`src/rtl/nt_mon_pkg.sv`:
```
// nt_mon_pkg: shared state encoding, cause codes and default parameters for the trigger monitor
package nt_mon_pkg;
    typedef enum logic [1:0] {
        IDLE  = 2'd0,
        ARMED = 2'd1,
        ALARM = 2'd2
    } state_t;
    localparam logic [1:0] CAUSE_NONE = 2'b00;
    localparam logic [1:0] CAUSE_THR  = 2'b01;
    localparam logic [1:0] CAUSE_PAT  = 2'b10;
    localparam logic [1:0] CAUSE_BOTH = 2'b11;
    localparam int DEF_WINDOW  = 16;
    localparam int DEF_THRESH  = 4;
    localparam int DEF_PAT_LEN = 4;
    localparam int DEF_CNT_W   = 5;
    localparam logic [7:0] DEF_PATTERN = 8'b0000_1011;
endpackage

```
`src/rtl/nt_edge_pattern_det.sv`:
```
// nt_edge_pattern_det: valid-gated rising-edge and bit-pattern detection on the observed stream
module nt_edge_pattern_det
    import nt_mon_pkg::*;
#(
    parameter int PAT_LEN = DEF_PAT_LEN,
    parameter logic [PAT_LEN-1:0] PATTERN = PAT_LEN'(DEF_PATTERN)
) (
    input  logic clk,
    input  logic rst,
    input  logic in_bit,
    input  logic in_valid,
    input  logic hold,
    input  logic clr,
    output logic rise,
    output logic match
);
    localparam int SW = PAT_LEN - 1;
    logic prev_bit;
    logic [SW-1:0] sr;
    assign rise  = in_valid & in_bit & ~prev_bit;
    assign match = in_valid & ({sr, in_bit} == PATTERN);
    // history of valid samples; frozen while the alarm is pending, wiped on reset or ack
    always_ff @(posedge clk) begin
        if (rst || clr) begin
            prev_bit <= 1'b0;
            sr       <= '0;
        end else if (in_valid && !hold) begin
            prev_bit <= in_bit;
            sr       <= SW'({sr, in_bit});
        end
    end
endmodule

```
`src/rtl/nt_trigger_monitor.sv`:
```
// nt_trigger_monitor: sticky alarm on edge bursts within a sample window or on a fixed bit pattern
module nt_trigger_monitor
    import nt_mon_pkg::*;
#(
    parameter int WINDOW  = DEF_WINDOW,
    parameter int THRESH  = DEF_THRESH,
    parameter int PAT_LEN = DEF_PAT_LEN,
    parameter logic [PAT_LEN-1:0] PATTERN = PAT_LEN'(DEF_PATTERN),
    parameter int CNT_W   = DEF_CNT_W
) (
    input  logic             I1470,
    input  logic             I1477,
    input  logic             in_bit,
    input  logic             in_valid,
    input  logic             alarm_ack,
    output logic             alarm,
    output logic [1:0]       alarm_cause,
    output logic [CNT_W-1:0] edge_cnt,
    output logic [1:0]       state
);
    localparam int WW = $clog2(WINDOW + 1);
    localparam logic [CNT_W-1:0] THR = CNT_W'(THRESH);
    localparam logic [WW-1:0] WEND = WW'(WINDOW);
    state_t st;
    logic [WW-1:0] win, win_inc;
    logic [CNT_W-1:0] base, inc, edge_nxt;
    logic rise, match, thr, trig, acked;
    assign state = st;
    assign acked = (st == ALARM) && alarm_ack;
    nt_edge_pattern_det #(.PAT_LEN(PAT_LEN), .PATTERN(PATTERN)) u_det (
        .clk(I1470),
        .rst(I1477),
        .in_bit(in_bit),
        .in_valid(in_valid),
        .hold(st == ALARM),
        .clr(acked),
        .rise(rise),
        .match(match)
    );
    // count edges from zero when idle, saturating; threshold is judged on the incoming rise
    always_comb begin
        base     = (st == ARMED) ? edge_cnt : '0;
        inc      = (&base) ? base : base + CNT_W'(1);
        edge_nxt = rise ? inc : base;
        thr      = rise & (inc >= THR);
        trig     = thr | match;
        win_inc  = win + WW'(1);
    end
    // monitor FSM: a trigger beats window expiry; alarm held until acked while in ALARM
    always_ff @(posedge I1470) begin
        if (I1477 || acked) begin
            st          <= IDLE;
            alarm       <= 1'b0;
            alarm_cause <= CAUSE_NONE;
            edge_cnt    <= '0;
            win         <= '0;
        end else if (in_valid && st != ALARM) begin
            edge_cnt <= edge_nxt;
            win      <= (st == ARMED) ? win_inc : WW'(rise);
            if (trig) begin
                st          <= ALARM;
                alarm       <= 1'b1;
                alarm_cause <= (thr ? CAUSE_THR : CAUSE_NONE) | (match ? CAUSE_PAT : CAUSE_NONE);
            end else if (st == ARMED && win_inc == WEND) begin
                st       <= IDLE;
                edge_cnt <= '0;
                win      <= '0;
            end else if (rise) begin
                st <= ARMED;
            end
        end
    end
endmodule
```
`config.mk`:
```
export PLATFORM = sky130hd
export DESIGN_NAME = nt_trigger_monitor
export DESIGN_NICKNAME = d
export VERILOG_FILES = /design/src/rtl/nt_mon_pkg.sv /design/src/rtl/nt_edge_pattern_det.sv /design/src/rtl/nt_trigger_monitor.sv
export SDC_FILE = /design/constraint.sdc
export NUM_CORES = 1
export LEC_CHECK = 0
export BUFFER_PORTS_ARGS = -buffer_cell sky130_fd_sc_hd__clkbuf_2
export CORE_MARGIN = 4
export CORE_UTILIZATION = 58
export DETAILED_ROUTE_END_ITERATION = 8
export PLACE_DENSITY = 0.81
export SETUP_SLACK_MARGIN = 0.4
export SLEW_MARGIN = 10
export SYNTH_ARGS = -nofsm -noshare
export SYNTH_HDL_FRONTEND = slang
export SYNTH_SLANG_ARGS = --single-unit
export TNS_END_PERCENT = 100
```
`constraint.sdc`:
```
create_clock -name I1470 -period 2.6 [get_ports I1470]
set_input_delay 0.65 -clock I1470 [delete_from_list [all_inputs] [get_ports I1470]]
set_output_delay 0.65 -clock I1470 [all_outputs]
set_load 0.1 [all_outputs]
```
[Yosys cells after proc, flatten, opt, wreduce, memory -nomap -nowiden]
Index checks and enable logic that the tools add are counted.
Word-level totals
  input bits: 5
  register bits after elaboration: 19
  word-level logic and storage cells: 45
  output and inout port bits: 10
Operators by class
  bitwise operators: 7
  reductions and logical operators: 10
  eq/ne operators: 5
  add/subtract/negate cells: 2
  mux-type cells: 13
  order comparisons: 1
Operator list (count)
  5-bit 2-to-1 mux: 8
  5-bit by 1-bit adder with 5-bit output (second input constant): 2
  2-bit 2-to-1 mux: 4
  5-bit == test (second input constant): 1
  5-bit by 3-bit greater-or-equal comparator with 1-bit output (second input constant): 1
  5-bit AND reduction: 1
  1-bit AND: 4
  4-bit == test (second input constant): 1
  1-bit logical AND: 4
  2-bit AND reduction: 2
  3-bit nonzero test: 1
  2-bit by 1-bit == test with 1-bit output (second input constant): 1
  2-bit == test (second input constant): 1
  2-bit != test (second input constant): 1
  1-bit by 2-bit bitwise OR with 2-bit output: 1
  1-bit logical NOT: 1
  1-bit logical OR: 1
  1-bit 2-to-1 mux: 1
  1-bit inverter: 1
  1-bit bitwise OR: 1

[Logic depth before layout (Yosys ltp)]
Gate-level depths: netlist of run 1.
  depth in word-level cells: 9
  gate-level depth with buffers: 6
  depth with buffers taken out: 6

[Cells and area by module]
A second synthesis of run 1 with hierarchy kept.
Unflattened totals
  cell total of the unflattened synthesis: 123
  area total of the unflattened synthesis: 1074.8 um^2
Modules (own cells, without submodules)
  nt_trigger_monitor: area each 939.7 um^2, cells each 109, sequential area each 300.3 um^2, times used 1
  nt_edge_pattern_det: area each 135.1 um^2, cells each 14, sequential area each 60.1 um^2, times used 1

[Worst setup path after synthesis of run 1]
No wires, ideal clock.
  path kind: register to register
  from: register st[0] (netlist: state[0])
  to: register edge_cnt[2]
  buffers on the path: 1
  arrival time: 2033 ps
  stages on the path, launching flop included: 7
  path slack: 481 ps
  data required time: 2514 ps
  setup time: 86 ps
  period minus slack after synthesis: 2119 ps
  cells stage by stage: dfxtp_1 > nand2b_1 > and2_1 > buf_2 > nand4_1 > mux2i_1 > a211oi_1
On the way
  longest elaborated chain between the ends: 8
  elaborated cells on any way between the ends: 17
  those cells by class: add/sub: 1; order compare: 1; eq/ne: 3; mux: 5; bitwise: 2; reduce/logical: 5
RTL lines
  start, declared: RTL line nt_trigger_monitor.sv:24  | state_t st;
  start signal, assigned: RTL line nt_trigger_monitor.sv:52  | st <= IDLE;
  start signal, assigned: RTL line nt_trigger_monitor.sv:61  | st <= ALARM;
  start signal, assigned: RTL line nt_trigger_monitor.sv:65  | st <= IDLE;
  2-bit by 1-bit == test with 1-bit output: RTL line nt_trigger_monitor.sv:42, nt_trigger_monitor.sv:64
  5-bit 2-to-1 mux: RTL line nt_trigger_monitor.sv:42  | base = (st == ARMED) ? edge_cnt : '0;
  5-bit by 1-bit adder with 5-bit output / 5-bit AND reduction (equally long branches): RTL line nt_trigger_monitor.sv:43  | inc = (&base) ? base : base + CNT_W'(1);
  5-bit 2-to-1 mux: RTL line nt_trigger_monitor.sv:43
  5-bit by 3-bit greater-or-equal comparator with 1-bit output: RTL line nt_trigger_monitor.sv:45  | thr = rise & (inc >= THR);
  1-bit AND: RTL line nt_trigger_monitor.sv:45
  1-bit bitwise OR: RTL line nt_trigger_monitor.sv:46  | trig = thr | match;
  5-bit 2-to-1 mux: RTL line nt_trigger_monitor.sv:60  | if (trig) begin
  end signal, assigned: RTL line nt_trigger_monitor.sv:58  | edge_cnt <= edge_nxt;
  end, declared: RTL line nt_trigger_monitor.sv:18  | output logic [CNT_W-1:0] edge_cnt,
Several ways; a longest one is shown, not always the timed one.
A chain may end at the register's enable or synchronous reset.

[Worst setup path in the final report of run 1]
  from: register edge_cnt[0]
  to: output edge_cnt[0]
No word-level cell between the ends.

==> results.cfg, run 1 <==
[power]
peakVddDrop_mv = 0.344
p_leak_uw = 0.000409
power_density_nw_per_um2 = 487

[synth]
synthAdderAreaFrac_pct = 2.57
synth_xor_area_share_pct = 0.900
syn_area_per_cell_um2 = 8.11
synth-simple-area-share_pct = 27.8
synth_cell_types = 39
synth_top_family_by_area = simple AND/OR/NAND/NOR gates
yosys.area.top_type = dfxtp_1
synth.top_cell.area_share_pct = 37.0
yosys_warnings = 0
synth_compound_area_share_pct = 27.2
synth_area_um2 = 973
synth_seq_cells = 18
synthMuxAreaShare_pct = 2.06
syn-num-nets = 127
yosys-top-cells-area = dfxtp_1, nand2_1, a21oi_1
seq_area_frac_synth_pct = 37.0
synthCells = 120

[die]
core_um2 = 1540
dieArea_um2 = 2400
die_width_um = 49.0
num_rows = 14
initial_core_util_pct = 63.1
ios = 15
die_h_um = 49.0

[timing]
hold_viol_final = 0
drv_slew = 0
fin_tns_setup_ns = 0
period_needed_ns = 1.96
fmax_mhz = 511
fin_crit_sh_pct = 75.2
skew_ns = 0.00274
rsz0062_at_grt = false
worstMarginPinSlew_ns = 0.569
finalSetupViolCount = 0
relSlewSlack_pct = 62.2

[global_route]
grt_overflow = 0
antenna_found_initial = 0
grt_first_pass_wirelength_um = 3760
grtUsageTotal_pct = 19.3
grt_max_degree = 15
grt_pass1_vias = 884

[final_layout]
nets = 143
layout-drive-gt1-share_pct = 20.0
antennaDiodeCount = 0
final_cell_mix = nand2_1, dfxtp_1, a21oi_1, clkbuf_2, o21ai_0
n_fill_cell = 149
final_util_pct = 70.5
syn2layout_area_growth_pct = 11.7
final_common_cell = nand2_1

[min_path]
hold_path_depth = 2
hp-class = reg2reg

[route]
drt-pass1-iter-count = 4
drtAntennaViolNets = 0
drt-vias-per-instance = 6.30
initialDrtViolationCount = 55
wl_per_cell_um = 14.6
drc = 0
vias = 952
finalWirelength_um = 2200

[place]
gp_congestion = 0.872
io_buffers = 14
dp_hpwl_um = 1610

[worst_setup_path]
cpLargestDelayFamily = buffers and inverters
worst_r2r_path_depth = 6
cp_data_required_time_ns = 1.95
cpMaxStageDelayCell = clkbuf_2
cpPeakStageDelay_ns = 0.53
r2r-end = win[1]
worstPathCellList = clkbuf_2
crit_type = reg2out
endpoint = edge_cnt[0]
startpoint = edge_cnt[0]
cp_num_buf_inv = 1
startpoint_type = flip-flop
r2r_start = win[0]
ff2ff_setup_slack_ns = 0.83
cp.depth = 1
setup.worst_path.end_class = primary output
worstPathMaxFanout = 7
worstPathArrival_ns = 1.31

[clocking]
cts_buffer_depth = 2
ctsResizeCount = 0
clkSlewWorstSetupHoldPaths_ns = 0.10
cts_hold_buffers = 0
postCtsSetupBuffers = 0
clock_sinks = 18
root_buffer = clkbuf_4
clock_latency_ns = 0.30
tritoncts.num_buffers = 3
cts_tree = done
htreeDepth = 1

[outcome]
status = finished clean

[run]
max_cap_violations = 0
[worst min path at each step]
stage / slack, ns / end / start
floorplan: 0.44 / u_det.sr[2] / u_det.sr[2]
detailed placement: 0.45 / alarm_cause[1] / alarm_cause[1]
CTS: 0.46 / alarm_cause[1] / alarm_cause[1]
global placement: 0.44 / alarm_cause[0] / alarm_cause[0]
finish: 0.46 / u_det.sr[2] / u_det.sr[2]
global route: 0.49 / alarm_cause[0] / alarm_cause[0]
[cells in the mapped netlist (all sizes together)]
master,instances
mux2i,2
a21oi,14
and2b,1
and3,1
clkbuf,1
nor2b,1
o31ai,2
a22oi,1
a211oi,3
or3,3
or3b,1
and2,2
ha,2
nor3,6
nand4,1
nor2,3
and3b,2
nand2,19
xnor2,1
nand2b,3
a2111oi,1
or2,1
buf,2
o211ai,2
a31oi,3
o21ai,10
a21boi,1
a41o,1
o221ai,1
nand3,7
a21o,1
inv,3
dfxtp,18
[power breakdown]
part	internal (µW)	switching (µW)	total (µW)
Sequential	281	8.67	290
Combinational	16.6	49.4	66.0
Clock	85.5	88.3	174
[cell type report]
cell class                      count  area (µm²)  area share (%)
Multi-Input combinational cell     96         589            54.2
Sequential cell                    18         360            33.1
Timing Repair Buffer               14        70.1            6.44
Clock buffer                        4        36.3            3.34
Tap cell                           16        20.0            1.84
Inverter                            3        11.3            1.04
[worst min-delay path, cell delays in order, from the launching register on]
cell	delay, ns
dfxtp_1	0.32
nand2_1	0.05
a21oi_1	0.05
[sequential cells by signal (all words and copies together) (netlist names)]
signal       cells
alarm            1
alarm_cause      2
edge_cnt         5
state            2
u_det.sr         3
win              5
[metal layers]
layer,share of wire (%),vias to the layer above,GRT usage (%)
li1,-,472,-
met1,45,443,23.9
met2,47,30,30.9
met3,5.5,7,4.59
met4,3.0,0,9.87
met5,0,-,0
[through the flow]
step                      instance area, µm²  worst slack [ns]  instances  total power (µW)  hold WS, ns
after floorplan                          973             0.481        120               344        0.437
after CTS                               1090             0.646        151               534        0.462
after detailed placement                1050             0.723        147               361        0.448
final                                   1090             0.644        151               530        0.460
after global placement                  1050             0.794        147               359        0.442
after global routing                    1090             0.595        151               557        0.493
[cells by family (layout without fill, tap and decap cells)]
kind of cell,Yosys count,after routing
buffers and inverters,6,21
adders and majority gates,2,2
DFF,18,18
and+or+nand+nor,51,51
xor gates and xnor gates,1,1
muxes,2,2
AOI/OAI and AO/OA,40,40
Note: power is estimated with default switching activity, not from simulation.
==> run 2, diff against run 1 <==
--- a/config.mk
+++ b/config.mk
@@ -7,9 +7,9 @@
 export LEC_CHECK = 0
 export BUFFER_PORTS_ARGS = -buffer_cell sky130_fd_sc_hd__clkbuf_2
 export CORE_MARGIN = 4
-export CORE_UTILIZATION = 58
+export CORE_UTILIZATION = 54
 export DETAILED_ROUTE_END_ITERATION = 8
-export PLACE_DENSITY = 0.81
+export PLACE_DENSITY = 0.76
 export SETUP_SLACK_MARGIN = 0.4
 export SLEW_MARGIN = 10
 export SYNTH_ARGS = -nofsm -noshare
==> constraint.sdc (replaced) <==
create_clock -name I1470 -period 1.8 [get_ports I1470]
set_input_delay 0.45 -clock I1470 [delete_from_list [all_inputs] [get_ports I1470]]
set_output_delay 0.45 -clock I1470 [all_outputs]
set_load 0.1 [all_outputs]
==> run 2 against run 1 <==
- design area increased by 39%
- flip-flop and latch count did not move
- sequential power is 42% higher
- core utilization up 18 points
- wire length is 43% higher
- register-to-register slack worse by 0.60 ns
- setup slack worse by 0.41 ns
- via count rose by 15%
- first-iteration DRC count shrank 35%
- cell count up 12%
- count of clock-buffer cells in the layout unchanged
==> results.cfg, run 2 (synthesis results as in run 1) <==
[global_route]
grt_pass1_vias = 1029
grtUsageTotal_pct = 23.9
busiest_layer = met2
grt_first_pass_wirelength_um = 4550
grt_use_met3_pct = 5.04
use_met1_pct = 25.3
grtUsageMet2_pct = 42.4
grt_max_degree = 15
grt_overflow = 0
antenna_found_initial = 0

[clocking]
cts_tree = done
tritoncts.num_buffers = 3
cts_buffer_depth = 2
clkSlewWorstSetupHoldPaths_ns = 0.11
root_buffer = clkbuf_4
cts_hold_buffers = 0
clock_sinks = 18
clock_latency_ns = 0.30
htreeDepth = 1

[worst_setup_path]
cp_num_buf_inv = 2
cpLargestDelayFamily = flip-flops
startpoint_type = flip-flop
cpMaxStageDelayCell = dfxtp_4
worstPathArrival_ns = 1.74
setup.worst_path.end_class = flip-flop
cp_data_required_time_ns = 1.98
worstPathCellList = ha_4 -> nand2_2 -> nor3_4 -> o211ai_4 -> buf_4 -> buf_4 -> nand2_1 -> a31oi_1
cpPeakStageDelay_ns = 0.38
crit_type = reg2reg
worstPathMaxFanout = 5
crit_top_cell = buf_4

[final_layout]
antennaDiodeCount = 0
nets = 152
layout-drive-gt1-share_pct = 42.4
final_common_cell = nand2_1
top_regs = edge_cnt x5, win x5, u_det.sr x3
final_cell_mix = nand2_1, a21oi_1, dfxtp_4
syn2layout_area_growth_pct = 55.1
fin_area_um2 = 1510

[timing]
period_needed_ns = 1.57
fin_tns_setup_ns = 0
drv_slew = 0
fmax_mhz = 638
worstMarginPinSlew_ns = 0.526
rsz0062_at_grt = true
fin_crit_sh_pct = 87.1
relSlewSlack_pct = 64.9
skew_ns = 0.00303
finalSetupViolCount = 0
hold_viol_final = 0

[die]
ios = 15
die_width_um = 50.5
initial_core_util_pct = 57.0
dieArea_um2 = 2550
die_h_um = 50.5
num_rows = 15
core_um2 = 1710

[place]
dp_hpwl_um = 1610
io_buffers = 14
gp_congestion = 0.847
post_dp_cell_area_um2 = 1120

[run]
max_cap_violations = 0

[route]
wl_per_cell_um = 18.6
initialDrtViolationCount = 36
drt-vias-per-instance = 6.46
finalWirelength_um = 3140
drt-pass1-iter-count = 4
drc = 0
vias = 1091
drtAntennaViolNets = 0

[power]
power_density_nw_per_um2 = 535
p_leak_uw = 0.000531
peakVddDrop_mv = 0.475

[outcome]
status = finished clean

[min_path]
hp-class = in2reg
==> run 2: changes by cell type in the layout (fill, tap and decap cells not counted), moves of 3 or more <==
cell / before / now
clkbuf_2: 14 / 3
dfxtp_1: 18 / 8
buf_4: 0 / 8
nor3_1: 5 / 2
clkbuf_16: 0 / 6
dfxtp_4: 0 / 9
==> run 2: what timing repair did <==
action                     4_1_cts  5_1_grt
pin swaps                        5       11
resized for setup               40       16
setup endpoints to repair       20       18
setup buffers                    6        2
==> run 2: metrics by stage <==
step | hold WS [ns] | worst slack, ns | power (µW) | cells | util, %
floorplan | 0.437 | 0.320 | 497 | 120 | -
global route | 0.314 | 0.155 | 836 | 169 | 88.4
finish | 0.323 | 0.233 | 808 | 169 | 88.4
global placement | 0.443 | 0.180 | 518 | 157 | 65.5
CTS | 0.334 | 0.333 | 795 | 167 | 83.0
detailed placement | 0.450 | 0.139 | 520 | 157 | 65.5
==> run 2: worst reg2reg max path, stage by stage (launching register included) <==
cell	delay, ns
dfxtp_4	0.38
ha_4	0.18
nand2_2	0.09
nor3_4	0.23
o211ai_4	0.14
buf_4	0.17
buf_4	0.13
nand2_1	0.06
a31oi_1	0.07
==> run 2: layer usage <==
layer,vias up,share of wire [%]
met4,0,4.6
met5,-,0
met2,48,53
met3,19,4.3
li1,488,-
met1,536,38
==> run 2: where the power goes <==
part / internal (µW) / switching, µW / leakage, µW / total [µW]
combinational: 51.8 / 83.1 / 0.000356 / 135
clock: 123 / 137 / 0.0000210 / 260
sequential: 397 / 15.4 / 0.000153 / 412
==> run 2: area by class of cell <==
class	count	area, µm²
Inverter	3	11.3
Multi-Input combinational cell	96	737
Clock buffer	4	36.3
Tap cell	25	31.3
Timing Repair Buffer	23	299
Sequential cell	18	395
Fill cell	76	198
==> run 2: path summary, 6_finish.rpt <==
check                                 start           to  slack [ns]  cells after the start
worst max-delay path                 win[0]       win[4]        0.23                      8
worst min-delay path                  I1477     state[0]        0.32                      2
worst max register to register       win[0]       win[4]        0.23                      8
worst min register to register  u_det.sr[2]  u_det.sr[2]        0.47                      2
